==> src/rtl/log2_fx_pkg.sv <==
// Shared types and width helpers for the iterative fixed-point log2 unit.
package log2_fx_pkg;

    typedef enum logic [1:0] {StIdle, StNorm, StIter, StDone} state_t;

    // Integer-part width: covers -F_IN .. W_IN-1-F_IN plus a sign bit.
    function automatic int unsigned i_out_w(input int unsigned w_in, input int unsigned f_in);
        int unsigned span;
        span = (f_in + 1 > w_in - f_in) ? f_in + 1 : w_in - f_in;
        return $clog2(span) + 1;
    endfunction

    function automatic int unsigned w_out_w(input int unsigned w_in, input int unsigned f_in,
                                            input int unsigned f_out);
        return i_out_w(w_in, f_in) + f_out;
    endfunction

endpackage

==> src/rtl/log2_lod.sv <==
// Combinational leading-one detector: position of the highest set bit plus an all-zero flag.
module log2_lod #(
    parameter int unsigned W_IN = 16,
    localparam int unsigned PW = (W_IN > 1) ? $clog2(W_IN) : 1
) (
    input  logic [W_IN-1:0] val,
    output logic [PW-1:0]   pos,
    output logic            zero
);

    always_comb begin
        pos = '0;
        for (int i = 0; i < W_IN; i++) begin
            if (val[i]) pos = PW'(i);
        end
    end

    assign zero = ~|val;

endmodule

==> src/rtl/log2_fx.sv <==
// Iterative log2 of an unsigned fixed-point operand: normalise once, then one result
// fraction bit per cycle by repeated squaring of the mantissa.
module log2_fx
    import log2_fx_pkg::*;
#(
    parameter int unsigned W_IN  = 16,
    parameter int unsigned F_IN  = 13,
    parameter int unsigned F_OUT = 8,
    localparam int unsigned I_OUT = i_out_w(W_IN, F_IN),
    localparam int unsigned W_OUT = w_out_w(W_IN, F_IN, F_OUT)
) (
    input  logic             clk,
    input  logic             rst,
    input  logic             in_valid,
    output logic             in_ready,
    input  logic [W_IN-1:0]  v_in,
    output logic             out_valid,
    input  logic             out_ready,
    output logic [W_OUT-1:0] v_out,
    output logic             out_zero
);

    localparam int unsigned PW = (W_IN > 1) ? $clog2(W_IN) : 1;
    localparam int unsigned CW = (F_OUT > 1) ? $clog2(F_OUT) : 1;
    localparam logic [W_OUT-1:0] MinVal = {1'b1, {(W_OUT-1){1'b0}}};

    state_t           state_q;
    logic [W_IN-1:0]  op_q;
    logic [W_IN-1:0]  m_q;
    logic [I_OUT-1:0] int_q;
    logic [F_OUT-1:0] frac_q;
    logic [CW-1:0]    cnt_q;
    logic             zero_q;

    logic [PW-1:0]    lead_pos;
    logic             op_zero;
    logic [I_OUT-1:0] int_norm;
    logic [W_IN-1:0]  m_norm;
    logic [W_IN:0]    sq_hi;
    logic [W_IN-2:0]  sq_unused;
    logic             sq_ge2;
    logic [W_IN-1:0]  m_next;
    logic [F_OUT-1:0] frac_next;

    log2_lod #(
        .W_IN(W_IN)
    ) u_lod (
        .val (op_q),
        .pos (lead_pos),
        .zero(op_zero)
    );

    // Modular subtraction is exact because p - F_IN always fits in I_OUT signed bits.
    assign int_norm = I_OUT'(lead_pos) - I_OUT'(F_IN);
    assign m_norm   = op_q << (PW'(W_IN - 1) - lead_pos);

    // Single shared squarer; the low product bits fall below the mantissa precision.
    assign {sq_hi, sq_unused} = {{W_IN{1'b0}}, m_q} * {{W_IN{1'b0}}, m_q};
    assign sq_ge2    = sq_hi[W_IN];
    assign m_next    = sq_ge2 ? sq_hi[W_IN:1] : sq_hi[W_IN-1:0];
    assign frac_next = (frac_q << 1) | F_OUT'(sq_ge2);

    always_ff @(posedge clk) begin
        if (rst) begin
            state_q   <= StIdle;
            in_ready  <= 1'b0;
            out_valid <= 1'b0;
            v_out     <= '0;
            out_zero  <= 1'b0;
            cnt_q     <= '0;
        end else begin
            unique case (state_q)
                StIdle: begin
                    in_ready <= 1'b1;
                    if (in_valid && in_ready) begin
                        op_q     <= v_in;
                        in_ready <= 1'b0;
                        state_q  <= StNorm;
                    end
                end
                StNorm: begin
                    m_q     <= m_norm;
                    int_q   <= int_norm;
                    zero_q  <= op_zero;
                    frac_q  <= '0;
                    cnt_q   <= '0;
                    state_q <= StIter;
                end
                StIter: begin
                    m_q    <= m_next;
                    frac_q <= frac_next;
                    cnt_q  <= cnt_q + CW'(1);
                    if (cnt_q == CW'(F_OUT - 1)) begin
                        state_q   <= StDone;
                        out_valid <= 1'b1;
                        out_zero  <= zero_q;
                        v_out     <= zero_q ? MinVal : {int_q, frac_next};
                    end
                end
                StDone: begin
                    if (out_ready) begin
                        state_q   <= StIdle;
                        out_valid <= 1'b0;
                        in_ready  <= 1'b1;
                    end
                end
                default: state_q <= StIdle;
            endcase
        end
    end

endmodule

==> config.mk <==
export PLATFORM = sky130hd
export DESIGN_NAME = log2_fx
export DESIGN_NICKNAME = d
export VERILOG_FILES = /design/src/rtl/log2_fx_pkg.sv /design/src/rtl/log2_lod.sv /design/src/rtl/log2_fx.sv
export SDC_FILE = /design/constraint.sdc
export NUM_CORES = 1
export LEC_CHECK = 0
export CORE_UTILIZATION = 40
export CTS_CLUSTER_DIAMETER = 30
export DETAILED_ROUTE_END_ITERATION = 7
export PLACE_DENSITY = 0.55
export SKIP_LAST_GASP = 1
export SYNTH_ARGS = -nofsm -noshare
export SYNTH_HDL_FRONTEND = slang
export SYNTH_HIERARCHICAL = 1
export SYNTH_SLANG_ARGS = --single-unit
==> constraint.sdc <==
create_clock -name clk -period 8.7 [get_ports clk]
set_input_delay 2.61 -clock clk [delete_from_list [all_inputs] [get_ports clk]]
set_output_delay 2.61 -clock clk [all_outputs]
set_load 0.02 [all_outputs]
**Word-level counts from Yosys, hierarchy flattened**

Index checks and enable logic that the tools add are counted.

- Flip-flop bits (word level): 66
- Input port bits: 20

- Add/sub/neg operators: 3
- Equality and inequality tests: 7
- Reductions and logical operators: 14
- Bitwise operators: 2
- Shifts and indexed selects: 1
- $mul: 1
- Mux-type cells: 30

Operator list:

| kind | count |
|---|---|
| $mul 16x16->32 | 1 |
| $mux 4 | 8 |
| $pmux 16 s2 | 1 |
| $mux 16 | 1 |
| $reduce_or 16->1 | 1 |
| $shl 16x4->16 | 1 |
| $pmux 7 s2 | 1 |
| $mux 13 | 1 |
| $mux 3 | 4 |
| $mux 2 | 5 |
| $reduce_and 3->1 | 3 |
| $or 8x1->8 | 1 |
| $pmux 2 s4 | 1 |
| $reduce_and 2->1 | 4 |
| $ne 2x2->1 const B | 3 |
| $pmux 3 s2 | 1 |
| $reduce_bool 2->1 | 3 |
| $mux 1 | 5 |
| $sub 4x4->5 const B | 1 |
| $eq 2x2->1 const B | 2 |
| $pmux 1 s2 | 2 |
| $sub 4x4->4 const A | 1 |
| $add 3x1->3 const B | 1 |
| $eq 3x3->1 const B | 1 |
| other kinds (5) | 5 |

**Longest topological paths before layout**

Gate-level depths: netlist of run 1.

- Depth in word-level cells: 18
- Depth in mapped cells: 25
- Depth with buffers taken out: 23

**Hierarchy**

The synthesis of run 1 kept the hierarchy.

By module, submodules not included:

| module | cells an instance | times used | area each (um2) |
|---|---|---|---|
| log2_fx | 1,132 | 1 | 10,407.5 |
| log2_lod | 29 | 1 | 161.4 |

**Least setup slack after synthesis of run 1**

No wires, ideal clock.

- Path kind: reg2reg
- From: register m_q[8]
- To: register m_q[13] (data pin)
- Buffers on the path: 1
- Stages on the path, launching flop included: 25
- Period minus slack after synthesis: 6.182 ns
- Arrival time: 5.921 ns
- Slack: 2.518 ns
- Path through: edfxtp_1 -> clkbuf_1 -> nand2_1 -> inv_1 -> fa_1 -> inv_1 -> fa_1 -> inv_1 -> fa_1 -> inv_1 -> fa_1 -> inv_1 -> fa_1 -> inv_1 -> fa_1 -> inv_1 -> ha_1 -> and3_1 -> a41oi_1 -> o22ai_1 -> a31o_2 -> a21oi_1 -> a311oi_1 -> nor2_1 -> a311o_1

- Word-level cells in the longest chain between the ends: 3

Ends and longest elaborated chain:

| item | RTL line | source |
|---|---|---|
| start, declared | log2_fx.sv:29 | `logic [W_IN-1:0] m_q;` |
| start signal, assigned | log2_fx.sv:82 | `m_q <= m_norm;` |
| start signal, assigned | log2_fx.sv:90 | `m_q <= m_next;` |
| $mul 16x16->32 | log2_fx.sv:58 | `assign {sq_hi, sq_unused} = {{W_IN{1'b0}}, m_q} * {{W_IN{1'b0}}, m_q};` |
| $mux 16 | log2_fx.sv:60 | `assign m_next = sq_ge2 ? sq_hi[W_IN:1] : sq_hi[W_IN-1:0];` |
| $pmux 16 s2 | log2_fx.sv:72 | `unique case (state_q)` |

No other way between the ends.
A chain may end at the register's enable or synchronous reset.

**Worst setup path after layout of run 1**

- From: register m_q[3]
- To: register m_q[12] (data pin)

The elaborated chain is that of the path after synthesis.

==> run metrics, run 1 <==
status complete, no violations; routability cong. 0.819; post-synth top area cell fa_1; post-synth top area share a little under a third; Avg Inst Size Synth a little over 9 µm²; top-count cell post-synth inv_1; Core Box Area 0.0260 mm²; final setup margin 1.58 ns; pre-CTS setup slack ~1.6 ns; Final Hold Fails 0; max-slew violations 0; Layout Utilization 44.4%; Post-synth top flop edfxtp_1; Reg2Reg Launch Point m_q[3]$_DFFE_PP_; TritonCTS buffer count 9; # hold bufs at CTS 0; Post-synth top cells 259 x inv_1, 161 x fa_1, 124 x nand2_1, 108 x ha_1, 71 x nor2_1; Crit path arrival time 7.19 ns; Synth Cell Area ~0.011 mm²; Crit path top cell by count fa_1; Post-synth EDFFs 45; DR WL/cell 16.0 µm; dpl cells 1493; Worst path top cell family by delay adder cells; number of synthesized register bits 66; Non-Filler Instances approximately 1.5k; Final min period just over 7 ns; Required @ worst endpoint ~8.8 ns; final setup fails 0; Clock transition at path regs around 0.050 ns; worst slew pin tran ~1.2 ns; via/cell ratio just over 5; Area Overhead vs Synth 9.28%; first-pass GRT wire length just over 40 mm; crit start category flop; min-delay src out_zero$_SDFFE_PP0P_; Mapped Cells ~1.2k; I/O Buffers 35; share of cells above drive strength 1 under 10%; Ant. Diodes 0; Die Wd 165 µm; Worst setup EP type flop; CTS max path bufs 2; Worst Setup Path Type flop to flop; Setup Buffers After CTS 0; Site Rows 59; Die H approximately 160 µm; Crit Path Max Fanout 19; Critical Path Slowest Stage Cell edfxtp_1; clock root cell clkbuf_16; Hold WC Path Type flop to flop; Buf/Inv on CP 4; Detail Placement HPWL just under 20 mm; share of synthesized registers carrying an async set or reset 0%; CP max stage delay just over 0.7 ns; DIE AREA approximately 0.027 mm²; Synth area leaders fa_1 30%, edfxtp_1 13%, ha_1 13%; Syn Nets approximately 1.5k; clk sinks 66; H-tree levels 3; vias in the first global route 8125; CTS tree yes; worst reg-to-reg setup slack about 1.6 ns; Ys Warns 6; # DRC 0; Setup TNS 0 ns; largest net degree at the start of global routing 45; I/O pin count 36; final setup skew roughly 0.0075 ns; initial antenna violation count 0; PostCTS Resize Cnt 0; fmax ~140 MHz; via count between 7k and 8k; Seq/Total Area, Yosys 16.8%; critical path cell sequence inv_1 -> nor2_1 -> ha_1 -> xor2_1 -> fa_1 -> inv_1 -> fa_1 -> fa_1 -> fa_1 -> inv_1 -> fa_1 -> inv_1 -> ha_1 -> and3_1 -> and3_1 -> o311ai_1 -> a31oi_1 -> o21a_1 -> o211ai_4 -> and3_1 -> a311o_1; GR Overflow Total 0; origin of the worst setup path m_q[3]$_DFFE_PP_; DRT iter0 DRCs 390; max-cap violations 0; Global Route Usage Sum between 10% and 20%; Initial DRT Pass Iterations 5; Synth cell types 64; Initial Util between 40% and 50%; Routed Antenna Nets 0; Slew HR roughly 20%; Clk Latency, worst-skew pair 0.33 ns; fill count between 2k and 3k; RSZ-0062 raised after global routing no; Routed WL between 20 and 25 mm; Final period util around 80%; Final nets around 1.5k
cell type report:
| type | instances | area [µm²] | share of cell area (%) |
|---|---|---|---|
| clock buffers | 10 | 229 | 1.98 |
| clock inverters | 6 | 114 | 0.986 |
| inverters | 259 | 972 | 8.42 |
| multi-input cells | 793 | 7660 | 66.3 |
| flip-flops and latches | 66 | 1770 | 15.3 |
| well taps | 335 | 419 | 3.63 |
| repair buffers | 40 | 388 | 3.36 |
worst paths after layout:
kind              cells past startpoint               endpoint
setup reg to reg                     21      m_q[12]$_DFFE_PP_
hold reg to reg                       2  out_zero$_SDFFE_PP0P_
hold / removal                        2  out_zero$_SDFFE_PP0P_
setup / recovery                     21      m_q[12]$_DFFE_PP_
kinds of logic (layout without fill, tap and decap cells):
family                   count (synthesis)  count (layout)  share of synthesized area, %
AND/OR/NAND/NOR                        333             333                          15.0
buffers and inverters                  302             315                          10.8
adder cells (fa/ha/maj)                269             269                          43.3
AO/OA/AOI/OAI                          142             142                          9.46
flip-flops                              66              66                          16.8
XOR/XNOR                                27              27                          2.31
multiplexers                            22              22                          2.39
layer usage:
layer,vias to the layer above,GRT usage (%),routed length (µm)
met5,-,0,0
met4,0,4.92,490
met3,32,1.56,608
met2,143,32.9,11500
met1,3758,27.2,11500
li1,3718,-,-
worst min-delay path: stages (launching register included):
cell	delay, ns
dfxtp_1	0.31
nand2_1	0.05
a21oi_1	0.06
registers in the layout (all words and copies together), names as in the netlist, 2 cells and up:
name / cells
m_q: 16
int_q: 5
state_q: 2
v_out: 13
frac_q: 7
cnt_q: 3
op_q: 16
layout by cell type (no fill, tap or decap), types with 12 or more instances in the layout:
cell type and instances:
and2_1 44, xnor2_1 18, nor2_1 71, nor3_1 13, and3_1 12, clkdlybuf4s50_1 35, nand3_1 21, o21ai_0 15
inv_1 259, mux2i_1 14, a21o_1 13, edfxtp_1 45, fa_1 161, a21oi_1 42, nand2_1 124, dfxtp_1 21
ha_1 108
per-stage QoR:
stage	hold slack, ns	instance area, µm²
6_report	0.461	11500
5_1_grt	0.485	11500
4_1_cts	0.465	11500
3_5_place_dp	0.453	11200
3_3_place_gp	0.451	11200
2_1_floorplan	0.449	10600
Power of run 1 is left out: the tool's default activity adds up to more than one toggle a clock period on the data nets, which glitch-free logic cannot reach.
==> run 2, diff against run 1 <==
Settings changed: PLACE_DENSITY 0.55 to 0.57.
Clock period 8.7 ns to 6.05 ns, I/O delays scaled along.
==> run metrics, run 2 (synthesis results as in run 1) <==
WP depth 22 (+4.8%); final setup fails 16 (+16); Die H 165 µm (unchanged); hold path depth 2 (unchanged); final setup margin -0.164 ns (-1.74 ns); Routed Antenna Nets 0 (unchanged); share of cells above drive strength 1 23.2% (+19 points); Initial Util 40.7% (unchanged); Slew HR 36.8% (+17 points); register area 0.00177 mm² (unchanged); RSZ-0062 raised after global routing yes; initial antenna violation count 0 (unchanged); Initial DRT Pass Iterations 5 (unchanged); Detail Placement HPWL 20.9 mm (+8.0%); Final nets 1622 (+11%); DIE AREA 0.0271 mm² (unchanged); # DRC 0 (unchanged); Final Hold Fails 0 (unchanged); DRT iter0 DRCs 338 (-13%); CTS tree yes; max-slew violations 0 (unchanged); Ant. Diodes 0 (unchanged); Setup TNS -1.56 ns (-1.56 ns); Buf/Inv on CP 6 (+2); Routed WL 25.7 mm (+6.7%); I/O Buffers 35 (unchanged); most frequent cells in the layout 247 x inv_1, 152 x fa_1, 143 x buf_4, 113 x nand2_1, 97 x ha_1; clock root cell clkbuf_16; TritonCTS buffer count 9 (unchanged); Final min period 6.21 ns (-0.909 ns); first-pass GRT wire length 43.1 mm (+4.1%); most common cell after layout, fill and taps aside inv_1; Largest regs m_q (16), op_q (16), v_out (13); Crit Path Max Fanout 8 (-11); Site Rows 59 (unchanged); Critical Path Slowest Stage Cell fa_1; Worst setup endpoint m_q[12]$_DFFE_PP_; Core Box Area 0.0260 mm² (unchanged); Clock transition at path regs 0.06 ns (about the same); status complete, but fails checks; CTS max path bufs 2 (unchanged); Worst Setup Path Type flop to flop; GR Overflow Total 0 (unchanged); Area Overhead vs Synth 27.6%; DR WL/cell 15.4 µm (-3.8%); Worst setup EP type flop; hold_ws 0.463 ns (+0.00158 ns); worst slew pin tran 0.949 ns (-0.249 ns); failing checks negative setup slack; max-cap violations 0 (unchanged); Die Wd 165 µm (unchanged); clk sinks 66 (unchanged); CP max stage delay 0.54 ns (-0.18 ns); met3 Use GR 1.76% (+0.20 points); Crit path arrival time 6.30 ns (-0.89 ns); Worst Reg-to-Reg Cells 22 (+4.8%); met1 Resource Use GR 26.6% (-0.51 points); final setup skew 0.00823 ns (+0.000723 ns); worst reg-to-reg setup slack -0.16 ns (-1.74 ns); Final period util 103% (+21 points); Hold WC Path Type flop to flop; most used routing layer met2; largest net degree at the start of global routing 43 (-4.4%); I/O pin count 36 (unchanged); Reg2Reg Launch Point m_q[2]$_DFFE_PP_; FF-to-FF End m_q[12]$_DFFE_PP_; Worst path top cell family by delay adder cells; via/cell ratio 5.01 (-1.2%); via count 8382 (+9.6%); Crit path top cell by count fa_1; routability cong. 0.889 (+8.6%); H-tree levels 3 (unchanged); vias in the first global route 8730 (+7.4%); # hold bufs at CTS 0 (unchanged); crit start category flop; met2 Usage GRT 35.6% (+2.6 points); fmax 161 MHz (+15%); Global Route Usage Sum 20.3% (+0.75 points); origin of the worst setup path m_q[2]$_DFFE_PP_; fill count 2424 (-6.6%); Clk Latency, worst-skew pair 0.34 ns (about the same); critical path cell sequence and2_4 -> fa_1 -> inv_2 -> fa_1 -> inv_2 -> fa_1 -> inv_1 -> fa_1 -> inv_1 -> fa_1 -> inv_1 -> fa_1 -> inv_2 -> ha_4 -> and3_4 -> and3_4 -> o311ai_4 -> a31oi_4 -> o21a_4 -> o211ai_4 -> and3_4 -> a311o_1; area of the multi-input gates 0.00821 mm² (+7.2%); Required @ worst endpoint 6.13 ns (-2.64 ns)
[run 2: changes by cell type in the layout (fill, tap and decap cells not counted), sizes merged]
cell | before | now
buf | 5 | 169
bufinv | 3 | 2
clkbuf | 10 | 11
clkinv | 1 | 2
inv | 261 | 260
[run 2: repair_timing]
action,4_1_cts,5_1_grt
cloned,0,1
gates resized for setup,57,74
setup buffers,13,12
endpoints found under the setup margin,18,18
pin swaps,18,30
[run 2: layout make-up]
| class | instances | area share, % |
|---|---|---|
| clock buffer | 11 | 1.96 |
| tap | 335 | 3.11 |
| clock inverter | 5 | 0.613 |
| sequential | 66 | 13.1 |
| timing repair buffer | 204 | 13.1 |
| inverter | 259 | 7.21 |
| multi-input combinational | 793 | 60.9 |
[run 2: worst min-delay path by stage]
stage                                     start               endpoint  slack (ns)
after floorplan           cnt_q[1]$_SDFFE_PP0N_  cnt_q[1]$_SDFFE_PP0N_        0.45
after global placement    out_zero$_SDFFE_PP0P_  out_zero$_SDFFE_PP0P_        0.45
after detailed placement  out_zero$_SDFFE_PP0P_  out_zero$_SDFFE_PP0P_        0.45
after CTS                 out_zero$_SDFFE_PP0P_  out_zero$_SDFFE_PP0P_        0.46
after global routing      v_out[0]$_SDFFE_PP0P_  v_out[0]$_SDFFE_PP0P_        0.48
final                     out_zero$_SDFFE_PP0P_  out_zero$_SDFFE_PP0P_        0.46
[run 2: metrics by stage]
stage | utilization (%) | instance area [µm²] | worst slack [ns] | std cells
after global placement | 47.3 | 12300 | -0.409 | 1631
after global routing | 51.9 | 13500 | -0.315 | 1673
after detailed placement | 47.3 | 12300 | -0.432 | 1631
final | 51.9 | 13500 | -0.164 | 1673
after floorplan | - | 10600 | 0.00578 | 1161
after CTS | 50.3 | 13100 | -0.130 | 1660
[run 2: tightest hold or removal path, stage by stage (launching register included)]
cell and delay (ns):
dfxtp_1 0.31, nand2_1 0.05, a21oi_1 0.06
[run 2: layer usage]
layer | wire length, µm | part of all wire (%)
met1 | 11800 | 46
met3 | 614 | 2.4
met2 | 12800 | 50
met4 | 503 | 2.0
met5 | 0 | 0
Power of run 2 is left out for the same reason.
